`src/rtl/common.sv`:
```
`default_nettype none
// ============================================================================
//  Module   : common (package)
//  Purpose  : Shared types for the memory-stage data-bus request path:
//             access kinds, bus word, transfer size and the data-bus
//             request/response structures.
//  Revision : 1.0 - initial release
// ============================================================================
package common;

    typedef logic [31:0] word_t;

    // MEM_NONE and any value not listed below mean "no memory access".
    typedef enum logic [3:0] {
        MEM_NONE = 4'd0,
        MEM_LB   = 4'd1,
        MEM_LBU  = 4'd2,
        MEM_LH   = 4'd3,
        MEM_LHU  = 4'd4,
        MEM_LW   = 4'd5,
        MEM_SB   = 4'd6,
        MEM_SH   = 4'd7,
        MEM_SW   = 4'd8
    } mem_t;

    typedef enum logic [1:0] {
        MSIZE1 = 2'd0,
        MSIZE2 = 2'd1,
        MSIZE4 = 2'd2
    } msize_t;

    typedef struct packed {
        logic       valid;
        word_t      addr;
        msize_t     size;
        logic [3:0] strobe;
        word_t      data;
    } dbus_req_t;

    typedef struct packed {
        logic  addr_ok;
        logic  data_ok;
        word_t data;
    } dbus_resp_t;

endpackage : common
`default_nettype wire

```
`src/rtl/memreq_ctrl_encode.sv`:
```
`default_nettype none
// ============================================================================
//  Module   : memreq_encode
//  Purpose  : Combinational decode of one memory access into bus transfer
//             size, byte strobe and lane-replicated store data, plus
//             load/store classification and alignment check.
//  Ports    : mem_type   - access kind
//             addr_lo    - effective address bits [1:0]
//             wdata      - unaligned store source
//             size       - transfer size
//             strobe     - byte-lane write enables (0 for loads)
//             data       - replicated store data (0 for loads)
//             is_load    - access is a load
//             is_store   - access is a store
//             misaligned - halfword on odd address or word not on 4-byte
//  Revision : 1.0 - initial release
// ============================================================================
module memreq_encode
    import common::*;
(
    input  mem_t        mem_type,
    input  logic [1:0]  addr_lo,
    input  word_t       wdata,
    output msize_t      size,
    output logic [3:0]  strobe,
    output word_t       data,
    output logic        is_load,
    output logic        is_store,
    output logic        misaligned
);

    always_comb begin
        size       = MSIZE1;
        strobe     = 4'b0000;
        data       = '0;
        is_load    = 1'b0;
        is_store   = 1'b0;
        misaligned = 1'b0;
        case (mem_type)
            MEM_LB, MEM_LBU: begin
                is_load = 1'b1;
                size    = MSIZE1;
            end
            MEM_LH, MEM_LHU: begin
                is_load    = 1'b1;
                size       = MSIZE2;
                misaligned = addr_lo[0];
            end
            MEM_LW: begin
                is_load    = 1'b1;
                size       = MSIZE4;
                misaligned = |addr_lo;
            end
            MEM_SB: begin
                is_store = 1'b1;
                size     = MSIZE1;
                strobe   = 4'b0001 << addr_lo;
                data     = {4{wdata[7:0]}};
            end
            MEM_SH: begin
                is_store   = 1'b1;
                size       = MSIZE2;
                strobe     = 4'b0011 << addr_lo;
                data       = {2{wdata[15:0]}};
                misaligned = addr_lo[0];
            end
            MEM_SW: begin
                is_store   = 1'b1;
                size       = MSIZE4;
                strobe     = 4'b1111;
                data       = wdata;
                misaligned = |addr_lo;
            end
            default: ;
        endcase
    end

endmodule : memreq_encode
`default_nettype wire

```
`src/rtl/memreq_ctrl.sv`:
```
`default_nettype none
// ============================================================================
//  Module   : memreq_ctrl
//  Purpose  : Memory-stage data-bus request controller. Checks alignment,
//             issues one load/store on the data bus, stalls the pipeline
//             until the response arrives and presents the raw read word
//             with its byte offset and access kind to the load extractor.
//  Ports    : clk, reset          - clock, synchronous active-high reset
//             op_valid            - memory-stage instruction present
//             mem_type/addr/wdata - access kind, effective address, store src
//             stall_in            - downstream cannot advance this cycle
//             flush               - squash current memory-stage instruction
//             dreq / dresp        - data-bus request / response
//             stall_out           - access pending, hold the pipeline
//             rdata_raw/rd_addr/rd_type - captured result of last access
//             exc_adel/exc_ades/badvaddr - misaligned load/store exception
//  Revision : 1.0 - initial release
// ============================================================================
module memreq_ctrl
    import common::*;
(
    input  logic        clk,
    input  logic        reset,
    input  logic        op_valid,
    input  mem_t        mem_type,
    input  word_t       addr,
    input  word_t       wdata,
    input  logic        stall_in,
    input  logic        flush,
    output dbus_req_t   dreq,
    input  dbus_resp_t  dresp,
    output logic        stall_out,
    output word_t       rdata_raw,
    output logic [1:0]  rd_addr,
    output mem_t        rd_type,
    output logic        exc_adel,
    output logic        exc_ades,
    output word_t       badvaddr
);

    typedef enum logic [1:0] {
        S_IDLE      = 2'd0,
        S_WAIT_ADDR = 2'd1,
        S_WAIT_DATA = 2'd2,
        S_DONE      = 2'd3
    } state_t;

    state_t     state, state_next;
    logic       cancel, cancel_next;

    // Request held stable on the bus while waiting for addr_ok.
    word_t      lat_addr;
    msize_t     lat_size;
    logic [3:0] lat_strobe;
    word_t      lat_data;
    mem_t       lat_type;

    msize_t     enc_size;
    logic [3:0] enc_strobe;
    word_t      enc_data;
    logic       enc_load, enc_store, enc_misaligned;

    logic       issue;
    logic       latch_en;
    logic       capture;
    logic [1:0] cap_addr;
    mem_t       cap_type;

    memreq_encode u_encode (
        .mem_type   (mem_type),
        .addr_lo    (addr[1:0]),
        .wdata      (wdata),
        .size       (enc_size),
        .strobe     (enc_strobe),
        .data       (enc_data),
        .is_load    (enc_load),
        .is_store   (enc_store),
        .misaligned (enc_misaligned)
    );

    always_ff @(posedge clk) begin
        if (reset) begin
            state      <= S_IDLE;
            cancel     <= 1'b0;
            lat_addr   <= '0;
            lat_size   <= MSIZE1;
            lat_strobe <= 4'b0000;
            lat_data   <= '0;
            lat_type   <= MEM_NONE;
            rdata_raw  <= '0;
            rd_addr    <= 2'b00;
            rd_type    <= MEM_NONE;
        end else begin
            state  <= state_next;
            cancel <= cancel_next;
            if (latch_en) begin
                lat_addr   <= addr;
                lat_size   <= enc_size;
                lat_strobe <= enc_strobe;
                lat_data   <= enc_data;
                lat_type   <= mem_type;
            end
            if (capture) begin
                rdata_raw <= dresp.data;
                rd_addr   <= cap_addr;
                rd_type   <= cap_type;
            end
        end
    end

    assign issue = op_valid & ~flush & (enc_load | enc_store) & ~enc_misaligned;

    always_comb begin
        state_next  = state;
        cancel_next = cancel;
        latch_en    = 1'b0;
        capture     = 1'b0;
        cap_addr    = lat_addr[1:0];
        cap_type    = lat_type;
        stall_out   = 1'b0;
        exc_adel    = 1'b0;
        exc_ades    = 1'b0;
        badvaddr    = '0;
        dreq.valid  = 1'b0;
        dreq.addr   = lat_addr;
        dreq.size   = lat_size;
        dreq.strobe = lat_strobe;
        dreq.data   = lat_data;

        case (state)
            S_IDLE: begin
                cancel_next = 1'b0;
                dreq.valid  = issue;
                dreq.addr   = addr;
                dreq.size   = enc_size;
                dreq.strobe = enc_strobe;
                dreq.data   = enc_data;
                cap_addr    = addr[1:0];
                cap_type    = mem_type;
                exc_adel    = op_valid & ~flush & enc_load  & enc_misaligned;
                exc_ades    = op_valid & ~flush & enc_store & enc_misaligned;
                if (exc_adel || exc_ades) begin
                    badvaddr = addr;
                end
                if (issue) begin
                    stall_out = 1'b1;
                    latch_en  = 1'b1;
                    if (dresp.addr_ok && dresp.data_ok) begin
                        capture    = 1'b1;
                        state_next = S_DONE;
                    end else if (dresp.addr_ok) begin
                        state_next = S_WAIT_DATA;
                    end else begin
                        state_next = S_WAIT_ADDR;
                    end
                end
            end

            S_WAIT_ADDR: begin
                // The request must stay up until accepted even if squashed;
                // a flush only marks the eventual response for discard.
                dreq.valid = 1'b1;
                stall_out  = 1'b1;
                if (flush) begin
                    cancel_next = 1'b1;
                end
                if (dresp.addr_ok) begin
                    if (dresp.data_ok) begin
                        if (cancel || flush) begin
                            cancel_next = 1'b0;
                            state_next  = S_IDLE;
                        end else begin
                            capture    = 1'b1;
                            state_next = S_DONE;
                        end
                    end else begin
                        state_next = S_WAIT_DATA;
                    end
                end
            end

            S_WAIT_DATA: begin
                stall_out = 1'b1;
                if (flush) begin
                    cancel_next = 1'b1;
                end
                if (dresp.data_ok) begin
                    if (cancel || flush) begin
                        cancel_next = 1'b0;
                        state_next  = S_IDLE;
                    end else begin
                        capture    = 1'b1;
                        state_next = S_DONE;
                    end
                end
            end

            S_DONE: begin
                if (!stall_in || flush) begin
                    state_next = S_IDLE;
                end
            end

            default: state_next = S_IDLE;
        endcase
    end

endmodule : memreq_ctrl
`default_nettype wire

```
`config.mk`:
```
export PLATFORM = sky130hd
export DESIGN_NAME = memreq_ctrl
export DESIGN_NICKNAME = d
export VERILOG_FILES = /design/src/rtl/common.sv /design/src/rtl/memreq_ctrl_encode.sv /design/src/rtl/memreq_ctrl.sv
export SDC_FILE = /design/constraint.sdc
export NUM_CORES = 1
export LEC_CHECK = 0
export BUFFER_PORTS_ARGS = -buffer_cell sky130_fd_sc_hd__buf_4
export CAP_MARGIN = 20
export CORE_ASPECT_RATIO = 1.4
export CORE_MARGIN = 1.5
export CORE_UTILIZATION = 52
export CTS_CLUSTER_SIZE = 20
export DETAILED_ROUTE_END_ITERATION = 6
export GPL_TIMING_DRIVEN = 0
export PLACE_DENSITY = 0.92
export SYNTH_ARGS = -nofsm -noshare
export SYNTH_HDL_FRONTEND = slang
export SYNTH_SLANG_ARGS = --single-unit
```
`constraint.sdc`:
```
create_clock -name clk -period 4 [get_ports clk]
set_input_delay 0.6 -clock clk [delete_from_list [all_inputs] [get_ports clk]]
set_output_delay 0.6 -clock clk [all_outputs]
set_load 0.005 [all_outputs]
```
==> summary.txt <==
Floorplan
  – Die extent in y: 129 um
  – Starting Density: 0.538
  – Die area: 0.0120 mm^2
  – FP Rows: 45
  – Core footprint: 0.0110 mm^2
  – I/O pins: 251
  – Chip width: 93.1 um

Critical path
  – Worst EP required: 3.40 ns
  – Worst EP arrival: 3.18 ns
  – CP Capture Type: primary output
  – WS Path Type: reg2out
  – Startpoint types: flip-flop
  – Crit path from: state[0]$_SDFFE_PP0P_
  – CP Max Fanout: 10
  – RR Startpoint: state[0]$_SDFFE_PP0P_

Global route
  – Vias in the first global route: 6490
  – Met2 usage: 0.616
  – GRT Total Usage: 0.343
  – Largest net degree at the start of global routing: 17
  – Initial antenna violation count: 0
  – GRT met1 Usage: 0.383
  – First-pass GRT wire length: 32.3 mm
  – Grt peak-use layer: met2
  – Global route total overflow: 0
  – Met3 Usage GRT: 0.0634

Layout
  – Post-Layout Cell Count: 1189
  – Synth-to-Final Area Change: 44.5%
  – Share of layout cells above drive strength 1: 0.333
  – Final Instance Area: 0.00854 mm^2
  – Final Util: 0.778
  – Number of fill cells: 773
  – Net count of the finished layout: 1146
  – Number of diodes: 0

Synthesis
  – Top FF cell, synth: dfxtp_1
  – Syn Nets: 878
  – Area fraction of the dominant cell type after synthesis: 0.390
  – Synth cell types: 46
  – Top cells by area, synth: dfxtp_1, a21oi_1, mux2_2, nand2_1, nor2_1
  – Ys Warns: 0
  – Cell accounting for the most synthesized area: dfxtp_1
  – Number of synthesized flops with an enable pin: 0
  – FFs w/ async S/R, synth: 0
  – Average cell area after synthesis: 7.71 um^2
  – Sequential area share after synthesis: 0.390
  – Post-synthesis cell area: 0.00591 mm^2
  – Cell count after synthesis: 767
  – Synthesized flop and latch total: 115

STA
  – Setup TNS Final: 0 ns
  – Post-route clock period utilization: 0.944
  – Fin worst setup slack: 0.223 ns
  – Slew headroom: 0.486
  – RSZ-0062 raised after global routing: false
  – Worst hold margin: 0.439 ns
  – Clock Skew: 0.00761 ns
  – Final hold vios: 0
  – Final setup fails: 0
  – FMAX: 265 MHz
  – Pin slew with the least headroom to its limit: 0.768 ns
  – Min Tclk post-route: 3.78 ns
  – Max-slew violations: 0

Clock tree
  – CTS buffer count: 17
  – Longest Clk Path Bufs: 2
  – Post-CTS Setup Bufs: 0
  – Post-CTS sizing: 0
  – CTS Hold Bufs: 0
  – Clock-pin slew on the worst setup and hold paths: 0.06 ns
  – H-tree Lvls: 4
  – CTS root buf: clkbuf_16
  – CTS tree: done
  – Clk_lat worst skew: 0.42 ns
  – Clock Sinks: 115

Placed design
  – Placement Cell Area: 0.00796 mm^2
  – Final HPWL DP: 15.1 mm
  – Port bufs: 249
  – Final Wtd Congestion: 0.896
  – Post-Place Worst Slack: 0.477 ns
  – Placed cells: 1157

Detailed routing
  – Initial DRC Count: 548
  – DR vias: 6973
  – Vias/cell: 5.86
  – DRT antenna net count: 0
  – Drt drc: 1
  – WL final: 21.2 mm
  – DR pass1 iterations: 7
  – Avg WL per Cell: 17.8 um

Hold path
  – Hold WC Path Type: in2reg
  – Hold path startpoint: addr[11]

Pwr
  – Tot Pwr: 5.24 mW
  – LEAKAGE: 3.67 nW
  – PwrDens: 613 mW/mm^2
  – Max IR drop VDD: 497 uV

Flow run
  – Max cap viols: 0

Run status
  – Status: finished with violations
  – Failing checks: design-rule violations
state kept, by name, summed over array words and instances, names as in the netlist:
signal,flops
lat_addr,32
lat_type,4
rd_type,4
lat_data,32
lat_strobe,4
rdata_raw,32
rd_addr,2
cancel,1
lat_size,2
state,2
cell usage after synthesis, types with 2 or more instances:
library cell / count
a21oi_1: 126
dfxtp_1: 115
nand2_1: 88
nor2_1: 76
nand3_1: 52
o21ai_0: 44
clkbuf_1: 43
mux2_2: 34
and2_1: 33
a211oi_1: 29
a22oi_1: 16
buf_2: 15
inv_1: 15
mux2i_1: 9
nor3_1: 8
buf_4: 6
a221oi_1: 5
buf_1: 5
ha_1: 4
nand2b_1: 4
nor2b_1: 4
buf_6: 3
or3_1: 3
a211o_1: 2
a21o_1: 2
and4_4: 2
nand3b_1: 2
o211a_1: 2
o21ai_1: 2
or4_1: 2
critical path, stage by stage (launching register included):
cell and delay, ns:
dfxtp_1 0.34, inv_1 0.09, ha_1 0.22, buf_1 0.38
buf_1 0.52, clkbuf_2 0.41, clkbuf_1 0.42, a21oi_1 0.20
buf_4 0.18
cells by family (layout without fill, tap and decap cells):
| logic type | count (synthesis) | count (layout) | share of synthesized area |
|---|---|---|---|
| AO/OA/AOI/OAI | 233 | 233 | 0.228 |
| adder cells (fa/ha/maj) | 4 | 4 | 0.00847 |
| buffers and inverters | 87 | 368 | 0.0660 |
| flip-flops | 115 | 115 | 0.390 |
| multiplexers | 43 | 43 | 0.0800 |
| AND/OR/NAND/NOR | 285 | 285 | 0.228 |
cell usage in the layout (no fill, tap or decap), types with 3 or more instances in the layout:
| cell type | n |
|---|---|
| clkbuf_16 | 17 |
| and2_1 | 33 |
| clkinvlp_4 | 4 |
| a211oi_1 | 29 |
| nor2_1 | 76 |
| nand2_1 | 88 |
| or3_1 | 3 |
| dfxtp_1 | 115 |
| clkinv_4 | 3 |
| buf_2 | 15 |
| mux2i_1 | 9 |
| nand3_1 | 52 |
| o21ai_0 | 44 |
| ha_1 | 4 |
| clkbuf_1 | 42 |
| clkinv_2 | 3 |
| a221oi_1 | 5 |
| buf_1 | 5 |
| buf_4 | 255 |
| a21oi_1 | 126 |
| nor2b_1 | 4 |
| a22oi_1 | 16 |
| nor3_1 | 8 |
| inv_6 | 3 |
| mux2_2 | 34 |
| buf_6 | 3 |
| nand2b_1 | 4 |
| inv_1 | 15 |
routing by layer:
metal  part of all wire  vias up
met2               0.51      435
met4              0.038        0
met3              0.084       72
met5                  0        -
met1               0.36     3238
li1                   -     3228
worst paths after layout:
kind,cells past startpoint,slack [ns],endpoint
setup / recovery,8,0.22,dreq[31]
hold reg to reg,2,0.45,lat_addr[28]$_SDFFE_PP0P_
setup reg to reg,7,1.34,rdata_raw[17]$_SDFFE_PP0P_
hold / removal,3,0.44,lat_addr[11]$_SDFFE_PP0P_
area by class of cell:
type	instances	area, um^2	area share
Multi-Input combinational cell	565	3220	0.377
Sequential cell	115	2300	0.270
Timing Repair Buffer	249	1870	0.219
Clock buffer	17	425	0.0498
Buffer	72	335	0.0393
Tap cell	141	176	0.0207
Clock inverter	15	158	0.0185
Inverter	15	56.3	0.00659
report_power, final:
part	leakage [nW]	switching [mW]	total, mW	internal [mW]
Clock	0.276	0.573	1.49	0.919
Combinational	2.46	1.24	2.42	1.18
Sequential	0.932	0.0663	1.33	1.26
Note: power is estimated with default switching activity, not from simulation.
